==> src/rtl/speed_meter_avg.sv <==
// speed_meter_avg: debounced reed period measurement, N-deep moving average of the period
// and a bit-serial restoring divider that turns the averaged period into speed.
module speed_meter_avg #(
  parameter int WIDTH     = 12,
  parameter int CNT_W     = 16,
  parameter int CIRC_W    = 8,
  parameter int AVG_LOG2  = 2,
  parameter int SCALE     = 360,
  parameter int DEB_TICKS = 20,
  parameter int TIMEOUT   = 3000,
  parameter int DIV_W     = 32
) (
  input  logic              clk,
  input  logic              rst,
  input  logic              en,
  input  logic              tick,
  input  logic              reed,
  input  logic [CIRC_W-1:0] circ,
  input  logic              clr_max,
  output logic [WIDTH-1:0]  speed,
  output logic [WIDTH-1:0]  speed_max,
  output logic              valid,
  output logic              moving
);
  localparam int N      = 1 << AVG_LOG2;
  localparam int SUM_W  = CNT_W + AVG_LOG2;
  localparam int LOCK_W = $clog2(DEB_TICKS + 1);
  localparam int STEP_W = $clog2(DIV_W + 1);

  typedef enum logic [1:0] {IDLE, ARMED, RUN} state_t;

  state_t              state;
  logic [2:0]          reed_sync;
  logic [LOCK_W-1:0]   lock;
  logic [CNT_W-1:0]    period_cnt;
  logic                acc;
  logic                timeout_hit;

  logic [CNT_W-1:0]    hist [N];
  logic [SUM_W-1:0]    sum;
  logic [AVG_LOG2-1:0] wr_ptr;
  logic [CNT_W-1:0]    upd_period;
  logic                upd_all;
  logic                upd_ring;
  logic                div_start;

  logic [DIV_W-1:0]    dividend;
  logic [DIV_W-1:0]    divisor;
  logic [DIV_W-1:0]    quot;
  logic [DIV_W-1:0]    rem;
  logic [DIV_W:0]      rem_sh;
  logic [DIV_W-1:0]    diff;
  logic                ge;
  logic [STEP_W-1:0]   steps;
  logic                busy;
  logic                publish;
  logic [WIDTH-1:0]    q_sat;

  // The edge wins over a same-cycle timeout: the counter is cleared instead.
  assign acc         = en && reed_sync[1] && !reed_sync[2] && (lock == '0);
  assign timeout_hit = en && tick && !acc && (state != IDLE) &&
                       (period_cnt == CNT_W'(TIMEOUT - 1));

  // NOTE: sequential state uses non-blocking assignments so every register samples pre-edge values.
  always_ff @(posedge clk) begin
    if (rst) begin
      reed_sync  <= '0;
      lock       <= '0;
      period_cnt <= '0;
    end else begin
      reed_sync <= {reed_sync[1:0], reed};
      if (en) begin
        if (acc) begin
          lock       <= LOCK_W'(DEB_TICKS);
          period_cnt <= '0;
        end else begin
          if (tick && lock != '0) lock <= lock - LOCK_W'(1);
          if (tick && period_cnt != CNT_W'(TIMEOUT)) period_cnt <= period_cnt + CNT_W'(1);
        end
      end
    end
  end

  // FSM plus history: the accepted period lands in the history one clock after acceptance.
  always_ff @(posedge clk) begin
    if (rst) begin
      state      <= IDLE;
      moving     <= 1'b0;
      upd_all    <= 1'b0;
      upd_ring   <= 1'b0;
      upd_period <= '0;
      div_start  <= 1'b0;
      sum        <= '0;
      wr_ptr     <= '0;
      // NOTE: the history is tiny and must read as zero after reset, so it lives in flops with reset.
      for (int i = 0; i < N; i++) hist[i] <= '0;
    end else if (en) begin
      upd_all   <= 1'b0;
      upd_ring  <= 1'b0;
      div_start <= 1'b0;
      if (timeout_hit) begin
        state  <= IDLE;
        moving <= 1'b0;
        sum    <= '0;
        wr_ptr <= '0;
        for (int i = 0; i < N; i++) hist[i] <= '0;
      end else begin
        if (acc) begin
          upd_period <= period_cnt;
          case (state)
            IDLE:    state <= ARMED;
            ARMED: begin
              state   <= RUN;
              moving  <= 1'b1;
              upd_all <= 1'b1;
            end
            default: upd_ring <= 1'b1;
          endcase
        end
        if (upd_all) begin
          for (int i = 0; i < N; i++) hist[i] <= upd_period;
          sum       <= SUM_W'(upd_period) << AVG_LOG2;
          div_start <= 1'b1;
        end else if (upd_ring) begin
          hist[wr_ptr] <= upd_period;
          sum          <= sum - SUM_W'(hist[wr_ptr]) + SUM_W'(upd_period);
          wr_ptr       <= wr_ptr + AVG_LOG2'(1);
          div_start    <= 1'b1;
        end
      end
    end
  end

  assign dividend = (DIV_W'(circ) * DIV_W'(SCALE)) << AVG_LOG2;
  assign rem_sh   = {rem, quot[DIV_W-1]};
  assign ge       = rem_sh >= {1'b0, divisor};
  // The true difference is below the divisor, so the low DIV_W bits are exact.
  assign diff     = rem_sh[DIV_W-1:0] - divisor;
  assign q_sat    = (|quot[DIV_W-1:WIDTH]) ? {WIDTH{1'b1}} : quot[WIDTH-1:0];
  assign publish  = busy && (steps == '0) && !div_start && !timeout_hit;

  always_ff @(posedge clk) begin
    if (rst) begin
      busy      <= 1'b0;
      steps     <= '0;
      rem       <= '0;
      quot      <= '0;
      divisor   <= '0;
      speed     <= '0;
      speed_max <= '0;
      valid     <= 1'b0;
    end else begin
      valid <= 1'b0;
      if (en) begin
        if (timeout_hit) begin
          busy  <= 1'b0;
          speed <= '0;
          valid <= 1'b1;
        end else if (div_start) begin
          busy    <= 1'b1;
          steps   <= STEP_W'(DIV_W);
          rem     <= '0;
          quot    <= dividend;
          divisor <= DIV_W'(sum);
        end else if (busy && steps != '0) begin
          steps <= steps - STEP_W'(1);
          rem   <= ge ? diff : rem_sh[DIV_W-1:0];
          quot  <= {quot[DIV_W-2:0], ge};
        end else if (busy) begin
          busy  <= 1'b0;
          speed <= q_sat;
          valid <= 1'b1;
        end

        if (clr_max) speed_max <= '0;
        else if (publish && q_sat > speed_max) speed_max <= q_sat;
      end
    end
  end

endmodule

==> config.mk <==
export PLATFORM = sky130hd
export DESIGN_NAME = speed_meter_avg
export DESIGN_NICKNAME = d
export VERILOG_FILES = /design/src/rtl/speed_meter_avg.sv
export SDC_FILE = /design/constraint.sdc
export NUM_CORES = 1
export LEC_CHECK = 0
export ABC_AREA = 1
export CAP_MARGIN = 30
export CORE_ASPECT_RATIO = 1.25
export CORE_MARGIN = 2
export CORE_UTILIZATION = 50
export CTS_CLUSTER_DIAMETER = 40
export DETAILED_ROUTE_END_ITERATION = 10
export PLACE_DENSITY = 0.63
export SETUP_SLACK_MARGIN = 0.15
export SYNTH_ARGS = -nofsm -noshare
export SYNTH_HDL_FRONTEND = slang
export SYNTH_SLANG_ARGS = --single-unit
export TNS_END_PERCENT = 30
==> constraint.sdc <==
create_clock -name clk -period 5.22 [get_ports clk]
set_input_delay 1.566 -clock clk [delete_from_list [all_inputs] [get_ports clk]]
set_output_delay 1.566 -clock clk [all_outputs]
set_load 0.05 [all_outputs]
; ---- Word level (Yosys, flattened, before mapping)
; Memory sizes are Yosys's and may differ from the RTL's. A register that Yosys moved wholly into a read port is not among the register bits.
; Index checks and enable logic that the tools add are counted.
[classes]
eq_ne = 7
shift = 0
n_addsub = 7
mux = 75
div_mod_pow = 0
n_reduce_logical = 50
n_bitwise = 10
n_lt_le_gt_ge = 2
multipliers = 1
[op_table]
columns = operator, n
row1 = $mux 16, 11
row2 = $mux 32, 5
row3 = $mux 12, 7
row4 = $mux 18, 3
row5 = $mux 1, 36
row6 = $ge 33x18->1, 1
row7 = $sub 32x18->32, 1
row8 = $reduce_or 20->1, 1
row9 = $add 18x16->18, 1
row10 = $reduce_and 3->1, 6
row11 = $reduce_bool 2->1, 9
row12 = $sub 18x16->18, 1
row13 = $add 16x1->16 const B, 1
row14 = $eq 16x12->1 const B, 1
row15 = $mux 2, 8
row16 = $ne 16x12->1 const B, 1
row17 = $reduce_or 16->1, 1
row18 = $logic_and 1x1->1, 14
row19 = $mul 8x6->14 const B, 1
row20 = $gt 12x12->1, 1
row21 = $mux 6, 2
row22 = $mux 5, 2
row23 = $reduce_and 2->1, 5
row24 = $or 1x1->1, 8
row25 = other kinds (17), 25
[word_totals]
latchBits = 0
output_inout_bits = 26
memories = 1
ram_bits = 64
ff_bits = 180
mem_bits_ro = 0
in_bits = 14
word_cells = 172
[mem_list]
columns = memory, words, width, read_ports, rd_ports_with_merged_regs, wr, line_no
row1 = hist, 4, 16, 1, 1, 4, 39  ; logic [CNT_W-1:0] hist [N];

; ---- Logic depth before layout (Yosys ltp)
[depth]
depth_word = 14
mapped_depth = 20
mapped_depth_nobuf = 18

; ---- Worst setup path before layout
; Ideal clock, no wire load.
[synth_timing]
kind = in2reg
start = input port circ[4]
end = register quot[15]
cell_stages = 12
setup_slack_ps = 977
n_path_buf = 0
arrival_ps = 4119
setup_time_ps = 124
required_time_ps = 5096
path_cell_list = ha_1 > inv_1 > fa_1 > fa_1 > inv_1 > ha_1 > nand2_1 > o21ai_0 > a21oi_1 > or2_2 > nand3_1 > a31oi_1
[synth_via]
elab_chain_len = 2
[synth_lines]
columns = item, line_no
row1 = "start, declared", 18  ; input logic [CIRC_W-1:0] circ,
row2 = $mul 8x6->14, 134  ; assign dividend = (DIV_W'(circ) * DIV_W'(SCALE)) << AVG_LOG2;
row3 = $mux 32, 159  ; end else if (div_start) begin
row4 = "end signal, assigned", 163  ; quot <= dividend;
row5 = "end signal, assigned", 168  ; quot <= {quot[DIV_W-2:0], ge};
row6 = "end, declared", 49  ; logic [DIV_W-1:0] quot;
; No other way between the ends.
; A chain may end at the register's enable or synchronous reset.

; ---- Worst setup path in the final report
[layout_timing]
start = input port circ[6]
end = register quot[15]
; The elaborated chain is that of the path after synthesis.

==> qor.yml <==
power:
  p_leak_nw: 7.60
  p_total_mw: 5.25
  p_per_area_nw_per_um2: 311
  vdd.ir_drop.worst_uv: 251
global_route:
  grt-ovfl-total: 0
  grt_max_degree: 68
  busiest_layer: "met2"
  grt.met3_usage_pct: 3.93
  grt_pass1_wl_mm: 62.4
  grt_pass1_vias: 13000
  grtUsageTotal_pct: 24.1
  met2_usage_pct: 42.5
  grt_util_met1_pct: 30.2
  antenna_found_initial: 0
worst_setup_path:
  startpoint: "circ[6]"
  ff2ff_path_depth: 17
  cp.arrival_ns: 4.89
  cp-end-kind: "flip-flop"
  crit_chain: "clkdlybuf4s50_1 -> ha_1 -> inv_1 -> fa_1 -> fa_1 -> inv_1 -> ha_1 -> nand2_1 -> o21ai_0 -> a21oi_1 -> or2_2 -> nand3_1 -> a31oi_1"
  cp-endpoint: "quot[15]"
  cp-start-kind: "input port"
  cp_data_required_time_ns: 5.59
  slowest_delay_ns: 0.51
  cp_slowest_cell: "fa_1"
  critical_path_class: "in -> reg"
  r2r-end: "sum[10]"
  path_max_fanout: 4
  reg2reg_slack_ns: 1.60
die:
  floorplan.io_pins: 40
  die_w_um: 159
  die-area_um2: 31400
  initial_core_util_pct: 51.0
  placementRows: 70
  core_um2: 29300
  die_h_um: 198
place:
  dp.cells: 2454
  place.detailed.hpwl_mm: 26.5
  dp_slack_ns: 0.156
  portBuffers: 39
  globalplace.congestion: 0.920
  place_area_um2: 15500
yosys:
  avgSynthCellArea_um2: 7.18
  synthSimpleGateAreaFrac_pct: 25.6
  netlist_instances: 2085
  synth_compound_area_share_pct: 14.8
  synth_edf_count: 64
  synth_top_family_by_area: "simple AND/OR/NAND/NOR gates"
  synthDistinctLibCells: 50
  synthMuxAreaShare_pct: 0
  synth-seq-cells: 246
  synthArstFlopShare_pct: 0
  seq_area_frac_synth_pct: 37.2
  synth_fa_ha_area_share_pct: 10.2
  yosysWarnings: 0
  syn_area_um2: 15000
  synthXorXnorAreaFrac_pct: 1.99
  synth_fp_nets: 2205
  synth_flop_cell: "dfxtp_1"
sta:
  setup_ws_ns: 0.704
  worstMarginPinSlew_ns: 0.811
  hold_viol: 0
  fmax_ghz: 0.221
  final-max-slew-violation-count: 0
  layout_worst_path_cycle_share_pct: 86.5
  setup_viol: 0
  fin_tns_setup_ns: 0
  skew_ns: 0.0233
  holdWs_ns: 0.427
  maxSlewHeadroom_pct: 45.8
  period_needed_ns: 4.52
  rsz0062_at_grt: "false"
drt:
  first_pass_iters: 5
  drc: 0
  routed_wl_mm: 37.5
  routedWlPerCell_um: 14.9
  vias: 13400
  ant_nets: 0
  drt_first_iter_violations: 1009
  via_per_inst: 5.33
cells_and_area:
  final_nets: 2216
  layout.cells.non_filler: 2518
  areaGrowthSynthToFinish_pct: 12.5
  multi_input_area_um2: 7870
  ff_latch_area_um2: 5570
  final_common_cell: "nand2_1"
  diodes: 0
  fin_area_um2: 16800
  layout_common_cells: "nand2_1, inv_1, nor2_1, a21oi_1, dfxtp_1"
  drive_above_1_share_pct: 5.42
  fin_util_pct: 57.4
  nFillCells: 2816
hold_path:
  hold_path.class: "reg -> reg"
  hold_path.startpoint: "reed_sync[0]"
clock_tree:
  clock-sinks: 246
  h-tree-depth: 2
  postCtsSetupBuffers: 0
  cts-root-buf: "clkbuf_16"
  clk_pin_slew_worst_paths_ns: 0.05
  clock_latency_ns: 0.53
  cts_resized: 0
  hold_buffers: 0
  cts_tree: "yes"
  cts_buffers: 36
  ctsLongestPathBuffers: 3
run:
  maxCapViolCount: 0
status:
  status: "completed"
==> Yosys cell counts, types with 2 or more instances <==
library cell	count	share of area, %
a31oi_1	16	0.67
nor2_1	266	6.7
fa_1	27	3.6
or2_2	10	0.42
inv_1	296	7.4
o21a_1	4	0.20
nand3_2	3	0.20
o21ai_0	160	5.3
xnor2_1	8	0.47
buf_4	3	0.15
nand3_4	2	0.23
o21ai_1	2	0.067
dfxtp_1	182	24
nor4_1	4	0.17
o211ai_1	2	0.10
o21bai_1	4	0.20
inv_2	8	0.20
edfxtp_1	64	13
xor2_1	26	1.5
buf_6	9	0.68
nand3_1	108	3.6
nand3b_1	14	0.70
buf_1	4	0.10
nor3_1	23	0.77
clkbuf_1	43	1.1
o22ai_1	18	0.75
a21o_1	4	0.20
a21oi_1	200	6.7
nand2_2	3	0.13
buf_2	19	0.63
nor2_2	3	0.13
nand2_1	424	11
ha_1	79	6.6
nand4_1	29	1.2
a211oi_1	2	0.10
nand2_4	2	0.15
==> worst min path at each step <==
stage	to	slack, ns	cells past startpoint
after detailed placement	reed_sync[1]	0.41	2
after global routing	reed_sync[1]	0.47	2
after floorplan	reed_sync[1]	0.39	2
after CTS	reed_sync[1]	0.43	2
after global placement	reed_sync[1]	0.41	2
final	reed_sync[1]	0.43	2
==> area by class of cell <==
class | instances | area share, %
repair buffers | 51 | 2.81
clock inverters | 24 | 2.14
multi-input cells | 1455 | 46.7
clock buffers | 40 | 5.56
flip-flops and latches | 246 | 33.0
inverters | 306 | 6.83
well taps | 396 | 2.94
==> worst max-delay path: cells and delay by family <==
| family | cells | cell delay, ns |
|---|---|---|
| buffers and inverters | 3 | 0.59 |
| AOI/OAI and AO/OA | 3 | 0.60 |
| and+or+nand+nor | 3 | 0.42 |
| adders and majority gates | 4 | 1.70 |
==> per-layer routing <==
| layer | routed length [um] | part of all wire, % |
|---|---|---|
| met1 | 16800 | 45 |
| met2 | 17900 | 48 |
| met3 | 1900 | 5.1 |
| met4 | 830 | 2.2 |
| met5 | 0 | 0 |
==> power by group <==
part	total (mW)	leakage [nW]	internal, mW	switching, mW
combinational	0.607	4.84	0.208	0.398
clock	2.62	0.637	1.67	0.943
sequential	2.02	2.13	2.00	0.0261
==> cell families after synthesis <==
group / Yosys count
AO/OA/AOI/OAI: 418
XOR/XNOR: 34
adder cells (fa/ha/maj): 106
buffers and inverters: 384
AND/OR/NAND/NOR: 897
flip-flops: 246
==> sequential cells by signal, summed over array words and instances (netlist names), 2 cells and up, named ones only <==
name        count
hist           64
quot           32
rem            32
divisor        18
sum            18
period_cnt     16
upd_period     16
speed          12
speed_max      12
steps           6
lock            5
reed_sync       3
state           2
wr_ptr          2
No activity file was read; power rests on OpenSTA's default activity.
